File: src/rtl/hazard_ctrl.sv
// hazard_ctrl: pipeline hazard and stall controller for the 5-stage MIPS core.
//
// Resolves load-use hazards (1-cycle stall), taken branches / jumps (flush)
// and a fixed-latency multiply/divide unit (MD) sequenced by a small FSM and
// a down-counter.
//
// Ports:
//   clk, rst           clock (rising edge), asynchronous active-high reset
//   mem_read_idex      instruction in EX is a load
//   rt_idex            destination rt of the instruction in EX
//   rs_ifid, rt_ifid   source fields of the instruction in ID
//   branch_taken_ex    branch resolved taken in EX
//   jump_id            jump decoded in ID
//   md_op_idex         instruction in EX is a mul/div
//   pc_write           PC enable
//   if_id_write        IF/ID enable (0 = hold)
//   if_id_flush        IF/ID loads a NOP
//   control_mux        ID/EX enable (0 = all-zero bubble)
//   md_start           one-cycle pulse, MD unit latches operands
//   md_busy            MD occupancy in progress
//   md_done            one-cycle pulse in the final MD_BUSY cycle
//   stall_cnt          saturating count of cycles with pc_write = 0
//                      (only when HAZARD_STALL_CNT_EN is defined)
//
// Build option: define HAZARD_STALL_CNT_EN to add the stall_cnt port/counter.
//
// state   | meaning
// --------+---------------------------------------------------------------
// RUN     | normal issue; branch/jump/load-use handling, MD issue
// MD_BUSY | MD unit occupied; pipeline frozen, bubbles into ID/EX

module hazard_ctrl #(
  parameter int MD_CYCLES = 8,
  parameter int CW        = 8
) (
  input  logic       clk,
  input  logic       rst,
  input  logic       mem_read_idex,
  input  logic [4:0] rt_idex,
  input  logic [4:0] rs_ifid,
  input  logic [4:0] rt_ifid,
  input  logic       branch_taken_ex,
  input  logic       jump_id,
  input  logic       md_op_idex,
  output logic       pc_write,
  output logic       if_id_write,
  output logic       if_id_flush,
  output logic       control_mux,
  output logic       md_start,
  output logic       md_busy,
  output logic       md_done
`ifdef HAZARD_STALL_CNT_EN
  ,
  output logic [31:0] stall_cnt
`endif
);

  localparam logic [0:0]    RUN     = 1'b0;
  localparam logic [0:0]    MD_BUSY = 1'b1;
  localparam logic [CW-1:0] MD_LOAD = CW'(MD_CYCLES - 1);

  logic [0:0]    state, state_nxt;
  logic [CW-1:0] md_cnt, md_cnt_nxt;
  logic          md_done_nxt;
  logic          load_use;

  // Register 0 is hardwired, so a load targeting it never creates a hazard.
  assign load_use = mem_read_idex && (rt_idex != 5'd0) &&
                    ((rt_idex == rs_ifid) || (rt_idex == rt_ifid));

  always_comb begin
    pc_write    = 1'b0;
    if_id_write = 1'b0;
    if_id_flush = 1'b0;
    control_mux = 1'b0;
    md_start    = 1'b0;
    md_busy     = 1'b0;
    md_done_nxt = 1'b0;
    state_nxt   = state;
    md_cnt_nxt  = md_cnt;
    // All enables are forced low while reset is held, not just after it.
    if (!rst) begin
      case (state)
        RUN: begin
          pc_write    = 1'b1;
          if_id_write = 1'b1;
          control_mux = 1'b1;
          if (branch_taken_ex) begin
            if_id_flush = 1'b1;
            control_mux = 1'b0;
          end else begin
            // MD issue lets the current cycle proceed; load-use/jump still apply.
            if (md_op_idex) begin
              md_start   = 1'b1;
              state_nxt  = MD_BUSY;
              md_cnt_nxt = MD_LOAD;
            end
            if (load_use) begin
              pc_write    = 1'b0;
              if_id_write = 1'b0;
              control_mux = 1'b0;
            end else if (jump_id) begin
              if_id_flush = 1'b1;
            end
          end
        end
        MD_BUSY: begin
          md_busy = 1'b1;
          // md_done is registered, so it is armed one cycle before md_cnt hits 0.
          md_done_nxt = (md_cnt == CW'(1));
          if (md_cnt == '0) begin
            state_nxt  = RUN;
            md_cnt_nxt = '0;
          end else begin
            md_cnt_nxt = md_cnt - CW'(1);
          end
        end
        default: begin
          state_nxt  = RUN;
          md_cnt_nxt = '0;
        end
      endcase
    end
  end

  always_ff @(posedge clk or posedge rst) begin
    if (rst) begin
      state   <= RUN;
      md_cnt  <= '0;
      md_done <= 1'b0;
    end else begin
      state   <= state_nxt;
      md_cnt  <= md_cnt_nxt;
      md_done <= md_done_nxt;
    end
  end

`ifdef HAZARD_STALL_CNT_EN
  always_ff @(posedge clk or posedge rst) begin
    if (rst) begin
      stall_cnt <= '0;
    end else if (!pc_write && (stall_cnt != 32'hFFFF_FFFF)) begin
      stall_cnt <= stall_cnt + 32'd1;
    end
  end
`endif

endmodule

File: config.mk
export PLATFORM = sky130hd
export DESIGN_NAME = hazard_ctrl
export DESIGN_NICKNAME = d
export VERILOG_FILES = /design/src/rtl/hazard_ctrl.sv
export SDC_FILE = /design/constraint.sdc
export NUM_CORES = 1
export LEC_CHECK = 0
export CORE_ASPECT_RATIO = 0.8
export CORE_MARGIN = 5
export CORE_UTILIZATION = 43
export CTS_CLUSTER_DIAMETER = 200
export DETAILED_ROUTE_END_ITERATION = 10
export HOLD_SLACK_MARGIN = 0.03
export PLACE_DENSITY = 0.9
export SETUP_SLACK_MARGIN = 0.05
export SKIP_LAST_GASP = 1
export SYNTH_ARGS = -nofsm -noshare
export SYNTH_HDL_FRONTEND = slang
export SYNTH_SLANG_ARGS = --single-unit
export TNS_END_PERCENT = 20
File: constraint.sdc
create_clock -name clk -period 3.6 [get_ports clk]
set_input_delay 1.08 -clock clk [delete_from_list [all_inputs] [get_ports clk]]
set_output_delay 1.08 -clock clk [all_outputs]
set_load 0.05 [all_outputs]
==> results.py <==
metrics = {
    "routing": {
        "drt-initial-drc-count": 36,
        "wl_per_cell_microns": 14.90,
        "viasPerCell": 5.568,
        "dr.pass1.iters": 4,
        "num_vias": 813,
        "drt_wl_total_microns": 2176,
        "drc": 0,
        "postRouteAntennaNets": 0,
    },
    "sta": {
        "min_period_over_period_pct": 99.01,
        "maxSlewViolCount": 0,
        "max_slew.worst_pin.slew_ps": 660.4,
        "finalWorstSetupSlack_ps": 35.56,
        "hold_viol_final": 0,
        "rsz0062_at_grt": "yes",
        "fmax_mhz": 280.5,
        "slew_headroom_pct": 55.51,
        "hold_ws_ps": 488.1,
        "period_minus_slack_ps": 3564,
        "final-setup-viol-count": 0,
        "skew_ps": 4.891,
    },
    "placement": {
        "port_buffers": 27,
        "routabilityCongestion": 0.9077,
        "dp_hpwl_microns": 1669,
        "pre_cts_ws_ps": -357.3,
    },
    "power": {
        "p_sw_share_pct": 44.07,
        "p_clk_share_pct": 12.0,
        "total_leakage_power_nw": 0.5063,
        "peakVddDrop_mv": 0.4229,
        "intPower_uw": 354.3,
        "p_seq_share_pct": 33.8,
        "switchingPower_uw": 279.2,
        "p_per_area_nw_per_um2": 513.5,
        "p_total_uw": 633.4,
        "combPwrFrac_pct": 54.3,
    },
    "floorplanning": {
        "dieArea_sq_um": 2716,
        "start_util_pct": 45.85,
        "die_x_microns": 57.03,
        "rows": 13,
        "ios": 28,
        "die_h_microns": 47.62,
        "core_sq_um": 1659,
    },
    "clock_network": {
        "cts-htree-levels": 1,
        "clockBufferDepth": 2,
        "tritoncts": "built",
        "cts-buffers-inserted": 3,
        "clk_pin_slew_ps": 60,
        "cts-root-buf": "clkbuf_4",
        "clk-insertion-delay-late_ps": 270,
        "clkSinkCount": 10,
    },
    "setup_path": {
        "cpLargestDelayFamily": "buffers and inverters",
        "crit_arrival_ps": 2480,
        "critical_path_required_ps": 2520,
        "timing.critical_path.buf_inv": 2,
        "slowest_stage": "clkdlybuf4s50_1",
        "worstSetupStartpointType": "input pin",
        "worstPathMaxFanout": 2,
        "critical_path.max_stage_delay_ps": 450,
        "critPathKind": "input pin to output port",
        "cp-end-kind": "output port",
        "crit_chain": "clkdlybuf4s50_1, xnor2_2, nand3_1, o22ai_2, a2111oi_4, buf_12",
    },
    "finish": {
        "drive_above_1_share_pct": 23.39,
        "antenna_cells": 0,
        "fillerInstances": 124,
        "final_nets": 150,
        "final_util_pct": 74.36,
        "syn_to_final_growth_pct": 62.17,
    },
    "global_route": {
        "grt_pass1_vias": 795,
        "antenna_found_initial": 0,
        "grt.total_usage_pct": 17.98,
        "grt_overflow": 0,
        "grt_first_pass_wirelength_microns": 3677,
        "grt_max_degree": 12,
    },
    "synth": {
        "yosysWarnings": 0,
        "ys_seq_area_share_pct": 32.89,
        "syn-instance-count": 88,
        "synth.avg_cell_area_sq_um": 8.645,
        "synthesis.nets": 112,
        "synthDistinctLibCells": 32,
        "dominantRegCellSynth": "dfrtp_1",
        "synth_area_sq_um": 760.7,
        "synth_edf_count": 0,
        "async_flop_share_pct": 100.0,
        "synth-seq-cells": 10,
    },
    "outcome": {
        "status": "completed",
    },
    "flow_run": {
        "drv_cap": 0,
    },
    "min_path": {
        "hold_path_class": "register to register",
    },
}
-- worst register-to-register path: cells and delay by family, from the launching register on --
kind / cells / cell delay (ps)
and+or+nand+nor: 2 / 760
DFF: 1 / 460
AOI/OAI and AO/OA: 2 / 260
-- metrics by stage --
step	instances	TNS [ps]	instance area [sq um]
after detailed placement	142	-1360	1187
after global placement	142	-1227	1187
after global routing	146	-51.52	1234
after floorplan	88	-132.7	788.3
after CTS	146	0	1226
final	146	0	1234
-- state kept, by name (all words and copies together) (netlist names) --
signal   count
md_cnt       8
md_done      1
state        1
-- path summary, 6_finish.rpt --
path	cells past startpoint	from	end	slack, ps
worst max-delay path	6	rt_ifid[4]	control_mux	40
worst min-delay path	1	md_cnt[6]$_DFFE_PP0P_	md_cnt[6]$_DFFE_PP0P_	490
worst max register to register	4	md_cnt[2]$_DFFE_PP0P_	md_cnt[2]$_DFFE_PP0P_	2010
worst min register to register	1	md_cnt[6]$_DFFE_PP0P_	md_cnt[6]$_DFFE_PP0P_	490
max in group asynchronous	3	rst	md_cnt[4]$_DFFE_PP0P_	2140
min in group asynchronous	3	rst	md_cnt[1]$_DFFE_PP0P_	1310
-- cell usage in the layout (no fill, tap or decap), types with 2 or more instances in the layout --
| cell type | Yosys | layout |
|---|---|---|
| dfrtp_1 | 10 | 10 |
| o2111ai_1 | 2 | 2 |
| buf_2 | 0 | 2 |
| nor2_1 | 6 | 6 |
| o21ai_0 | 10 | 10 |
| ha_1 | 3 | 3 |
| buf_12 | 0 | 6 |
| clkdlybuf4s50_1 | 0 | 16 |
| a21oi_1 | 5 | 4 |
| and3_1 | 2 | 2 |
| clkbuf_4 | 0 | 3 |
| inv_1 | 8 | 8 |
| o41ai_1 | 2 | 2 |
| xnor2_1 | 10 | 9 |
| nand3_1 | 2 | 2 |
| o31ai_1 | 2 | 2 |
| nand2_1 | 6 | 6 |
| buf_4 | 1 | 8 |
-- metal layers --
layer / vias up / track usage [%] / wire length (microns)
met5: - / 0 / 0
met4: 0 / 4.167 / 19
met3: 2 / 2.965 / 134
met2: 37 / 31.89 / 978
met1: 382 / 23.62 / 1043
li1: 392 / - / -
-- final cells by class --
| cell class | count | area, sq um | share of cell area (%) |
|---|---|---|---|
| Timing Repair Buffer | 35 | 381.6 | 30.93 |
| Tap cell | 22 | 27.53 | 2.231 |
| Clock buffer | 3 | 22.52 | 1.826 |
| Inverter | 8 | 30.03 | 2.434 |
| Multi-Input combinational cell | 68 | 521.8 | 42.29 |
| Sequential cell | 10 | 250.2 | 20.28 |
-- synth_stat cells (2+ instances only) --
master / n / area, sq um
nand3_1: 2 / 10.01
and3_1: 2 / 12.51
o41ai_1: 2 / 17.52
nor2_1: 6 / 22.52
dfrtp_1: 10 / 250.2
o31ai_1: 2 / 15.01
ha_1: 3 / 37.54
o21ai_0: 10 / 50.05
nor2b_1: 2 / 12.51
a21oi_1: 5 / 25.02
inv_1: 8 / 30.03
xnor2_1: 10 / 87.58
o2111ai_1: 2 / 17.52
nand2_1: 6 / 22.52
-- kinds of logic after synthesis --
| group | Yosys count | synth area share [%] |
|---|---|---|
| DFF | 10 | 32.89 |
| buffers and inverters | 10 | 5.428 |
| adders and majority gates | 3 | 4.935 |
| xor gates and xnor gates | 11 | 12.66 |
| and+or+nand+nor | 27 | 20.89 |
| AOI/OAI and AO/OA | 27 | 23.19 |
-- power by group through the flow --
| stage | Sequential (mW) | Clock (mW) | Combinational (mW) |
|---|---|---|---|
| floorplan | 0.205 | 0 | 0.215 |
| global placement | 0.212 | 0 | 0.327 |
| detailed placement | 0.214 | 0 | 0.336 |
| CTS | 0.214 | 0.0756 | 0.343 |
| global route | 0.222 | 0.0814 | 0.377 |
| finish | 0.214 | 0.0757 | 0.344 |
-- repair_timing --
action | CTS | global route
setup endpoints to repair | 4 | 5
gates resized for setup | 21 | 1
hold buffers | 0 | 0
pin swaps | 4 | 1
setup buffers | 1 | 0
Power figures use the tool's default switching activity.
